### config.mk
export PLATFORM = sky130hd
export DESIGN_NAME = fetch_stage_flat
export DESIGN_NICKNAME = d
export VERILOG_FILES = /design/src/rtl/fetch_stage_if.sv /design/src/rtl/fetch_stage.sv /design/src/flat_wrapper.sv
export SDC_FILE = /design/constraint.sdc
export NUM_CORES = 1
export LEC_CHECK = 0
export BUFFER_PORTS_ARGS = -buffer_cell sky130_fd_sc_hd__buf_4
export CORE_ASPECT_RATIO = 1.75
export CORE_MARGIN = 3
export CORE_UTILIZATION = 58
export CTS_CLUSTER_SIZE = 12
export DETAILED_ROUTE_END_ITERATION = 7
export PLACE_DENSITY = 0.83
export REMOVE_ABC_BUFFERS = 1
export SLEW_MARGIN = 5
export SYNTH_ARGS = -nofsm -noshare
export SYNTH_HDL_FRONTEND = slang
export SYNTH_SLANG_ARGS = --single-unit
### constraint.sdc
create_clock -name clk -period 5.4 [get_ports clk]
set_input_delay 1.35 -clock clk [delete_from_list [all_inputs] [get_ports clk]]
set_output_delay 1.35 -clock clk [all_outputs]
set_load 0.005 [all_outputs]
### src/rtl/fetch_stage_if.sv
// Instruction-memory request/response bundle between the fetch stage and imem.
// One request outstanding at a time; responses come back in order.
interface fetch_stage_if;
    logic        imem_req;
    logic [31:0] imem_addr;
    logic        imem_ready;
    logic        imem_rvalid;
    logic [31:0] imem_rdata;

    modport master (
        output imem_req,
        output imem_addr,
        input  imem_ready,
        input  imem_rvalid,
        input  imem_rdata
    );

    modport slave (
        input  imem_req,
        input  imem_addr,
        output imem_ready,
        output imem_rvalid,
        output imem_rdata
    );
endinterface

### src/rtl/fetch_stage.sv
// RV32I instruction fetch stage: PC, single-outstanding imem handshake, skid buffer
// for decode stalls, and the IF/ID pipeline register with redirect/flush handling.
module fetch_stage #(
    parameter logic [31:0] RESET_PC  = 32'h0000_0000,
    parameter logic [31:0] NOP_INSTR = 32'h0000_0013
) (
    input  logic                clk,
    input  logic                rst_n,
    fetch_stage_if.master       imem,
    input  logic                stall_d_i,
    input  logic                flush_d_i,
    input  logic                redirect_valid_i,
    input  logic [31:0]         redirect_pc_i,
    output logic [31:0]         instr_d_o,
    output logic [31:0]         pc_d_o,
    output logic [31:0]         pc_plus4_d_o,
    output logic                valid_d_o
);

    typedef enum logic [1:0] {StIdle, StReq, StWait, StHold} state_e;

    state_e      state_q, state_d;
    logic [31:0] fetch_pc_q, fetch_pc_d;
    logic        kill_q, kill_d;
    logic [31:0] skid_q, skid_d;
    logic [31:0] ifid_instr_q, ifid_instr_d;
    logic [31:0] ifid_pc_q, ifid_pc_d;
    logic [31:0] ifid_pc4_q, ifid_pc4_d;
    logic        ifid_valid_q, ifid_valid_d;

    logic        load;
    logic [31:0] load_instr;
    logic [31:0] load_pc;

    // Request side depends only on registered state so memory inputs never loop back.
    assign imem.imem_req  = (state_q == StReq);
    assign imem.imem_addr = fetch_pc_q;

    assign instr_d_o    = ifid_instr_q;
    assign pc_d_o       = ifid_pc_q;
    assign pc_plus4_d_o = ifid_pc4_q;
    assign valid_d_o    = ifid_valid_q;

    always_comb begin
        state_d      = state_q;
        fetch_pc_d   = fetch_pc_q;
        kill_d       = kill_q;
        skid_d       = skid_q;
        ifid_instr_d = ifid_instr_q;
        ifid_pc_d    = ifid_pc_q;
        ifid_pc4_d   = ifid_pc4_q;
        ifid_valid_d = ifid_valid_q;
        load         = 1'b0;
        load_instr   = skid_q;
        load_pc      = fetch_pc_q;

        case (state_q)
            StIdle: state_d = StReq;
            StReq: begin
                if (imem.imem_ready) begin
                    state_d = StWait;
                end
            end
            StWait: begin
                if (imem.imem_rvalid) begin
                    if (kill_q) begin
                        kill_d  = 1'b0;
                        state_d = StReq;
                    end else begin
                        fetch_pc_d = fetch_pc_q + 32'd4;
                        if (!stall_d_i) begin
                            load       = 1'b1;
                            load_instr = imem.imem_rdata;
                            load_pc    = fetch_pc_q;
                            state_d    = StReq;
                        end else begin
                            skid_d  = imem.imem_rdata;
                            state_d = StHold;
                        end
                    end
                end
            end
            StHold: begin
                if (!stall_d_i) begin
                    // pc already advanced past the buffered word
                    load       = 1'b1;
                    load_instr = skid_q;
                    load_pc    = fetch_pc_q - 32'd4;
                    state_d    = StReq;
                end
            end
            default: state_d = StIdle;
        endcase

        if (load) begin
            ifid_instr_d = load_instr;
            ifid_pc_d    = load_pc;
            ifid_pc4_d   = load_pc + 32'd4;
            ifid_valid_d = 1'b1;
        end else if (flush_d_i) begin
            ifid_instr_d = NOP_INSTR;
            ifid_valid_d = 1'b0;
        end

        if (redirect_valid_i) begin
            fetch_pc_d   = {redirect_pc_i[31:2], 2'b00};
            ifid_instr_d = NOP_INSTR;
            ifid_valid_d = 1'b0;
            case (state_q)
                StReq: begin
                    // an accepted old-address request must have its response dropped
                    kill_d  = imem.imem_ready;
                    state_d = imem.imem_ready ? StWait : StReq;
                end
                StWait: begin
                    if (imem.imem_rvalid) begin
                        kill_d  = 1'b0;
                        state_d = StReq;
                    end else begin
                        kill_d  = 1'b1;
                        state_d = StWait;
                    end
                end
                default: state_d = StReq;
            endcase
        end
    end

    always_ff @(posedge clk or negedge rst_n) begin
        if (!rst_n) begin
            state_q      <= StIdle;
            fetch_pc_q   <= RESET_PC;
            kill_q       <= 1'b0;
            skid_q       <= NOP_INSTR;
            ifid_instr_q <= NOP_INSTR;
            ifid_pc_q    <= 32'h0000_0000;
            ifid_pc4_q   <= 32'h0000_0004;
            ifid_valid_q <= 1'b0;
        end else begin
            state_q      <= state_d;
            fetch_pc_q   <= fetch_pc_d;
            kill_q       <= kill_d;
            skid_q       <= skid_d;
            ifid_instr_q <= ifid_instr_d;
            ifid_pc_q    <= ifid_pc_d;
            ifid_pc4_q   <= ifid_pc4_d;
            ifid_valid_q <= ifid_valid_d;
        end
    end

endmodule
### src/flat_wrapper.sv
// flat-port wrapper written by rule: the top's interface ports become plain ports
module fetch_stage_flat 
#(
    parameter logic [31:0] RESET_PC  = 32'h0000_0000,
    parameter logic [31:0] NOP_INSTR = 32'h0000_0013
)
  (clk, rst_n, stall_d_i, flush_d_i, redirect_valid_i, redirect_pc_i, instr_d_o, pc_d_o, pc_plus4_d_o, valid_d_o, imem_imem_req, imem_imem_addr, imem_imem_ready, imem_imem_rvalid, imem_imem_rdata);
  fetch_stage_if imem_i ();
  input  logic clk;
  input  logic rst_n;
  input  logic stall_d_i;
  input  logic flush_d_i;
  input  logic redirect_valid_i;
  input  logic [31:0] redirect_pc_i;
  output logic [31:0] instr_d_o;
  output logic [31:0] pc_d_o;
  output logic [31:0] pc_plus4_d_o;
  output logic valid_d_o;
  output wire logic [$bits(imem_i.imem_req)-1:0] imem_imem_req;
  output wire logic [$bits(imem_i.imem_addr)-1:0] imem_imem_addr;
  input wire logic [$bits(imem_i.imem_ready)-1:0] imem_imem_ready;
  input wire logic [$bits(imem_i.imem_rvalid)-1:0] imem_imem_rvalid;
  input wire logic [$bits(imem_i.imem_rdata)-1:0] imem_imem_rdata;
  assign imem_imem_req = imem_i.imem_req;
  assign imem_imem_addr = imem_i.imem_addr;
  assign imem_i.imem_ready = imem_imem_ready;
  assign imem_i.imem_rvalid = imem_imem_rvalid;
  assign imem_i.imem_rdata = imem_imem_rdata;
  fetch_stage #(.RESET_PC(RESET_PC), .NOP_INSTR(NOP_INSTR)) u_core (.clk(clk), .rst_n(rst_n), .imem(imem_i), .stall_d_i(stall_d_i), .flush_d_i(flush_d_i), .redirect_valid_i(redirect_valid_i), .redirect_pc_i(redirect_pc_i), .instr_d_o(instr_d_o), .pc_d_o(pc_d_o), .pc_plus4_d_o(pc_plus4_d_o), .valid_d_o(valid_d_o));
endmodule
Yosys cells after proc, flatten, opt, wreduce, memory -nomap -nowiden. Index checks and enable logic that the tools add are counted.

Output and inout port bits: 130. Register bits: 164. Bits of input ports: 71. Logic and storage cells: 61.

Equal/unequal tests: 7. $add $sub $neg: 3. Multiplexer cells: 35. Reductions and logical operators: 7. Bitwise logic cells: 1.

Operators with widths (count): $mux W32 (13); $add A32 B3 Y32 const B (2); $sub A32 B3 Y32 const B (1); $mux W2 (8); $mux W1 (10); $pmux W2 S4 (1); $ne A3 B3 Y1 const B (2); $reduce_and A3 Y1 (2); $eq A2 B2 Y1 const B (2); $pmux W1 S2 (2); $pmux W2 S2 (1); $reduce_and A4 Y1 (1); $reduce_bool A2 Y1 (2); $ne A3 B2 Y1 const B (1); $reduce_bool A3 Y1 (1); $eq A2 B1 Y1 const B (1); $logic_not A2 Y1 (1); $ne A2 B2 Y1 const B (1); $not A1 Y1 (1).

Logic depth before layout (Yosys ltp).
Depth in word-level cells: 6. Mapped depth: 12. Mapped depth without buffers: 12.

Least setup slack after synthesis. OpenSTA, ideal clock, no wires.

Kind: input -> register. Start: input port stall_d_i. End: register u_core.ifid_pc4_q[31] (netlist: u_core.pc_plus4_d_o[31]). Arrival: 3780 ps. Setup slack: 1494 ps. Path buffers: 1. Stages on the path: 9. Library setup time: 126 ps. Data required time: 5274 ps. Path through: clkbuf_1 -> nor4b_2 -> nand4_2 -> mux2i_1 -> o31a_1 -> nor3_2 -> or3b_1 -> or3_1 -> a221o_1.

Cells in the longest elaborated chain, start to end: 4. Elaborated cells between the ends (all ways): 7. Classes of those cells: 1 x add/sub; 6 x mux.

Ends and longest elaborated chain: start: declaration (line flat_wrapper.sv:11) `input logic stall_d_i;`; parallel branches: the longest is 4 deep, another holds $add A32 B3 Y32; end signal: assignment (line fetch_stage.sv:146) `ifid_pc4_q <= ifid_pc4_d;`; end: declaration (line fetch_stage.sv:28) `logic [31:0] ifid_pc4_q, ifid_pc4_d;`.

Several ways; the timed one is not identified. A chain may end at the register's enable or synchronous reset.

Worst setup path in the final report. Ends and elaborated chain as after synthesis.

==> impl_metrics.prom <==
# TYPE chip_impl_metric gauge
chip_impl_info{name="outcome",value="finished, final reports clean"} 1
chip_impl_metric{name="pwr-share-comb",unit="%"} 29.4
chip_impl_metric{name="max_freq",unit="MHz"} 244.6
chip_impl_metric{name="post-route-min-period",unit="ps"} 4088
chip_impl_metric{name="grt_overflow",unit=""} 0
chip_impl_metric{name="power.share.clock",unit="%"} 28.9
chip_impl_metric{name="p_leak",unit="nW"} 4.601
chip_impl_metric{name="core_area",unit="um2"} 13980
chip_impl_metric{name="maxCapViolations",unit=""} 0
chip_impl_metric{name="total_switching_power",unit="mW"} 1.435
chip_impl_metric{name="placement.setup.worst_slack",unit="ps"} 1043
chip_impl_info{name="grt_setup_unrepaired",value="no"} 1
chip_impl_metric{name="seq_area_frac_synth",unit="%"} 47.72
chip_impl_metric{name="post_cts_hold_buffer_count",unit=""} 0
chip_impl_metric{name="clock_sinks",unit=""} 158
chip_impl_metric{name="sequentialPowerShare",unit="%"} 41.8
chip_impl_metric{name="finalMaxSlewViolations",unit=""} 0
chip_impl_metric{name="power.density_cell_area",unit="nW/um2"} 430.1
chip_impl_metric{name="max-clock-path-buffers",unit=""} 2
chip_impl_info{name="critical_path_class",value="in -> reg"} 1
chip_impl_metric{name="actual_transition_at_the_worst_max_transition_pin",unit="ps"} 1115
chip_impl_metric{name="synthArstFlopShare",unit="%"} 100.0
chip_impl_info{name="crit_path_cell_trace",value="buf_4, nand2b_1, or3_1, a2111oi_1, o211ai_1, nor3_2, nand2_1, or3_1, a221o_1"} 1
chip_impl_info{name="clock_tree_from_tritoncts",value="yes"} 1
chip_impl_metric{name="area_grow_syn2layout",unit="%"} 25.27
chip_impl_info{name="critPathCaptureType",value="flop"} 1
chip_impl_metric{name="timing.critical_path.buf_inv",unit=""} 1
chip_impl_metric{name="ctsResizeCount",unit=""} 0
chip_impl_info{name="critPathLaunchType",value="primary input"} 1
chip_impl_metric{name="cts_setup_buffers",unit=""} 0
chip_impl_metric{name="ctsHtreeMaxLevel",unit=""} 4
chip_impl_metric{name="die_w",unit="um"} 96.45
chip_impl_metric{name="drcViolationCount",unit=""} 0
chip_impl_metric{name="fin_crit_sh",unit="%"} 75.71
chip_impl_metric{name="num_antenna_cells",unit=""} 0
chip_impl_metric{name="dpl.cell_count",unit=""} 1179
chip_impl_metric{name="ir_worst_vdd",unit="mV"} 0.2246
chip_impl_metric{name="clkTransAtPathRegs",unit="ps"} 70
chip_impl_metric{name="placementRows",unit=""} 57
chip_impl_metric{name="critPathRequiredTime",unit="ps"} 5700
chip_impl_info{name="synth.top_cells.by_count",value="sky130_fd_sc_hd__dfrtp_1 (151), sky130_fd_sc_hd__nand2_1 (150), sky130_fd_sc_hd__o21ai_0 (110)"} 1
chip_impl_metric{name="finalPower",unit="mW"} 4.474
chip_impl_info{name="cp_top_family",value="simple AND/OR/NAND/NOR gates"} 1
chip_impl_metric{name="hpwl",unit="um"} 15240
chip_impl_metric{name="critical_path.max_fanout",unit=""} 12
chip_impl_metric{name="post_route_ant_nets",unit=""} 0
chip_impl_metric{name="worstSkewPairLatency",unit="ps"} 430
chip_impl_info{name="worstHoldPathType",value="reg -> reg"} 1
chip_impl_metric{name="setup_total_negative_slack",unit="ps"} 0
chip_impl_metric{name="grt_start_max_net_pins",unit=""} 90
chip_impl_metric{name="design.portCount",unit=""} 201
chip_impl_metric{name="final_cells",unit=""} 1211
chip_impl_metric{name="p_int",unit="mW"} 3.039
chip_impl_metric{name="die_boundary_height",unit="um"} 164.3
chip_impl_metric{name="fp.dieArea",unit="um2"} 15850
chip_impl_metric{name="synth_warnings",unit=""} 0
chip_impl_metric{name="finalHoldWorstSlack",unit="ps"} 473.6
chip_impl_metric{name="worst_slew_margin_rel",unit="%"} 25.40
chip_impl_info{name="synth_top_cells_by_area",value="sky130_fd_sc_hd__dfrtp_1 (46%), sky130_fd_sc_hd__nand2_1 (6.8%), sky130_fd_sc_hd__o21ai_0 (6.6%)"} 1
chip_impl_metric{name="grt_antenna_before_repair",unit=""} 0
chip_impl_metric{name="synth-edff-count",unit=""} 0
chip_impl_metric{name="filler_cell_count",unit=""} 1027
chip_impl_metric{name="global_route_wire_length_before_repair",unit="um"} 34350
chip_impl_metric{name="flip_flop_and_latch_count_after_synthesis",unit=""} 158
chip_impl_metric{name="fin_ws",unit="ps"} 1312
chip_impl_info{name="synthDominantAreaCellType",value="sky130_fd_sc_hd__dfrtp_1"} 1
chip_impl_metric{name="count_of_cell_types_in_the_netlist",unit=""} 68
chip_impl_metric{name="swShare",unit="%"} 32.07
chip_impl_metric{name="rd_place_congestion",unit=""} 0.8652
chip_impl_metric{name="port_buffers",unit=""} 192
chip_impl_metric{name="finalClockSkew",unit="ps"} 17.51
chip_impl_metric{name="setup_viol_count_final",unit=""} 0
chip_impl_metric{name="num-nets-final",unit=""} 1099
chip_impl_metric{name="grt_pass1_vias",unit=""} 6875
chip_impl_metric{name="tritoncts.num_buffers",unit=""} 17
chip_impl_metric{name="drt_iter0_drc",unit=""} 405
chip_impl_metric{name="syn_std_cell_area",unit="um2"} 8304
chip_impl_metric{name="firstDrtPassIters",unit=""} 5
chip_impl_metric{name="via_per_inst",unit=""} 5.707
chip_impl_metric{name="track_usage",unit="%"} 27.86
chip_impl_metric{name="detail_route.wirelength",unit="um"} 21710
chip_impl_metric{name="timing.critical_path.slowest_cell_delay",unit="ps"} 690
chip_impl_info{name="root_buffer",value="sky130_fd_sc_hd__clkbuf_16"} 1
chip_impl_metric{name="wl_per_cell",unit="um"} 17.93
chip_impl_metric{name="cp.arrival",unit="ps"} 4390
chip_impl_metric{name="finalHoldViolCount",unit=""} 0
chip_impl_metric{name="final_layout_size_suffix_gt1_share",unit="%"} 28.92
chip_impl_metric{name="synth_area_per_cell",unit="um2"} 9.622
chip_impl_info{name="synthMostInstantiatedCell",value="sky130_fd_sc_hd__dfrtp_1"} 1
chip_impl_info{name="worst_path_max_delay_cell",value="sky130_fd_sc_hd__a2111oi_1"} 1
chip_impl_info{name="critPathMostFrequentCell",value="sky130_fd_sc_hd__or3_1"} 1
chip_impl_metric{name="syn_inst",unit=""} 863
chip_impl_info{name="synth_ff_type",value="sky130_fd_sc_hd__dfrtp_1"} 1
chip_impl_metric{name="vias",unit=""} 6911
chip_impl_metric{name="initial_utilization",unit="%"} 59.41
chip_impl_metric{name="post-synth-top-area-fraction",unit="%"} 45.50
[area by class of cell]
type	count	area [um2]	share of cell area, %
Multi-Input combinational cell	635	4048	38.91
Inverter	9	33.78	0.3248
Timing Repair Buffer	200	1505	14.47
Tap cell	177	221.5	2.129
Clock inverter	14	192.7	1.852
Clock buffer	18	439.2	4.222
Sequential cell	158	3963	38.09
[logic make-up (layout without fill, tap and decap cells)]
family	after synthesis	count (layout)	synth area share [%]
AND/OR/NAND/NOR	318	318	19.17
flip-flops	158	158	47.72
AO/OA/AOI/OAI	154	154	10.70
XOR/XNOR	77	77	8.121
buffers and inverters	75	241	3.887
multiplexers	73	73	9.311
adder cells (fa/ha/maj)	7	7	1.055
other	1	6	0.04516
[sequential cells by signal (all words and copies together), names as in the netlist]
name and cells:
u_core.instr_d_o 32, u_core.skid_q 32, u_core.imem.imem_addr 30, u_core.pc_d_o 30
u_core.pc_plus4_d_o 30, u_core.state_q 2, u_core.kill_q 1, u_core.valid_d_o 1
[routing by layer]
layer	part of all wire [%]	up-vias	global-route usage, %
met5	0	-	0
met1	38	3365	34.19
met2	53	228	48.36
li1	-	3273	-
met4	3.3	0	11.24
met3	5.3	45	4.079
[worst register-to-register path, stage by stage, from the launching register on]
cell,delay [ps]
sky130_fd_sc_hd__dfrtp_1,590
sky130_fd_sc_hd__inv_1,130
sky130_fd_sc_hd__ha_1,260
sky130_fd_sc_hd__or3b_1,400
sky130_fd_sc_hd__or3_1,320
sky130_fd_sc_hd__a2111oi_1,690
sky130_fd_sc_hd__o211ai_1,380
sky130_fd_sc_hd__nor3_2,330
sky130_fd_sc_hd__nand2_1,170
sky130_fd_sc_hd__or3_1,350
sky130_fd_sc_hd__a221o_1,300
[power groups by stage]
| stage | Clock [mW] | Combinational [mW] | Sequential, mW |
|---|---|---|---|
| finish | 1.29 | 1.31 | 1.87 |
| global route | 1.35 | 1.46 | 1.92 |
| CTS | 1.30 | 1.33 | 1.86 |
| detailed placement | 0 | 1.31 | 1.88 |
| global placement | 0 | 1.27 | 1.85 |
| floorplan | 0 | 0.604 | 1.84 |
[final timing paths]
path | startpoint | to | slack (ps) | cells after the start
setup / recovery | stall_d_i | u_core.pc_plus4_d_o[31] | 1310 | 9
hold / removal | u_core.pc_plus4_d_o[2] | u_core.pc_plus4_d_o[2] | 470 | 2
setup reg to reg | u_core.imem.imem_addr[2] | u_core.pc_plus4_d_o[31] | 1370 | 10
hold reg to reg | u_core.pc_plus4_d_o[2] | u_core.pc_plus4_d_o[2] | 470 | 2
max in group asynchronous | rst_n | u_core.pc_plus4_d_o[21] | 3380 | 2
min in group asynchronous | rst_n | u_core.skid_q[14] | 990 | 1
[metrics by stage]
| stage | cell area, um2 | util (%) |
|---|---|---|
| 2_1_floorplan | 8034 | - |
| 3_3_place_gp | 9771 | 69.90 |
| 3_5_place_dp | 9771 | 69.90 |
| 4_1_cts | 10400 | 74.42 |
| 5_1_grt | 10400 | 74.42 |
| 6_report | 10400 | 74.42 |
[cell usage in the layout (no fill, tap or decap), drive strengths merged, types with 3 or more instances in the layout]
| master | instances |
|---|---|
| or3 | 11 |
| ha | 7 |
| inv | 16 |
| nand4 | 15 |
| or3b | 3 |
| a2111oi | 3 |
| nor3b | 4 |
| buf | 200 |
| and2 | 3 |
| a31oi | 3 |
| clkinv | 3 |
| nor4 | 10 |
| and3 | 8 |
| clkbuf | 18 |
| nor3 | 25 |
| dfrtp | 151 |
| bufinv | 3 |
| nand2 | 152 |
| dfstp | 7 |
| xor2 | 29 |
| nand3 | 20 |
| or2 | 8 |
| nor2 | 42 |
| mux2i | 39 |
| a21o | 6 |
| nand2b | 7 |
| mux2 | 34 |
| xnor2 | 48 |
| conb | 6 |
| a21oi | 8 |
| o21ai | 110 |
| o311ai | 6 |
(Power assumes the default switching activity.)
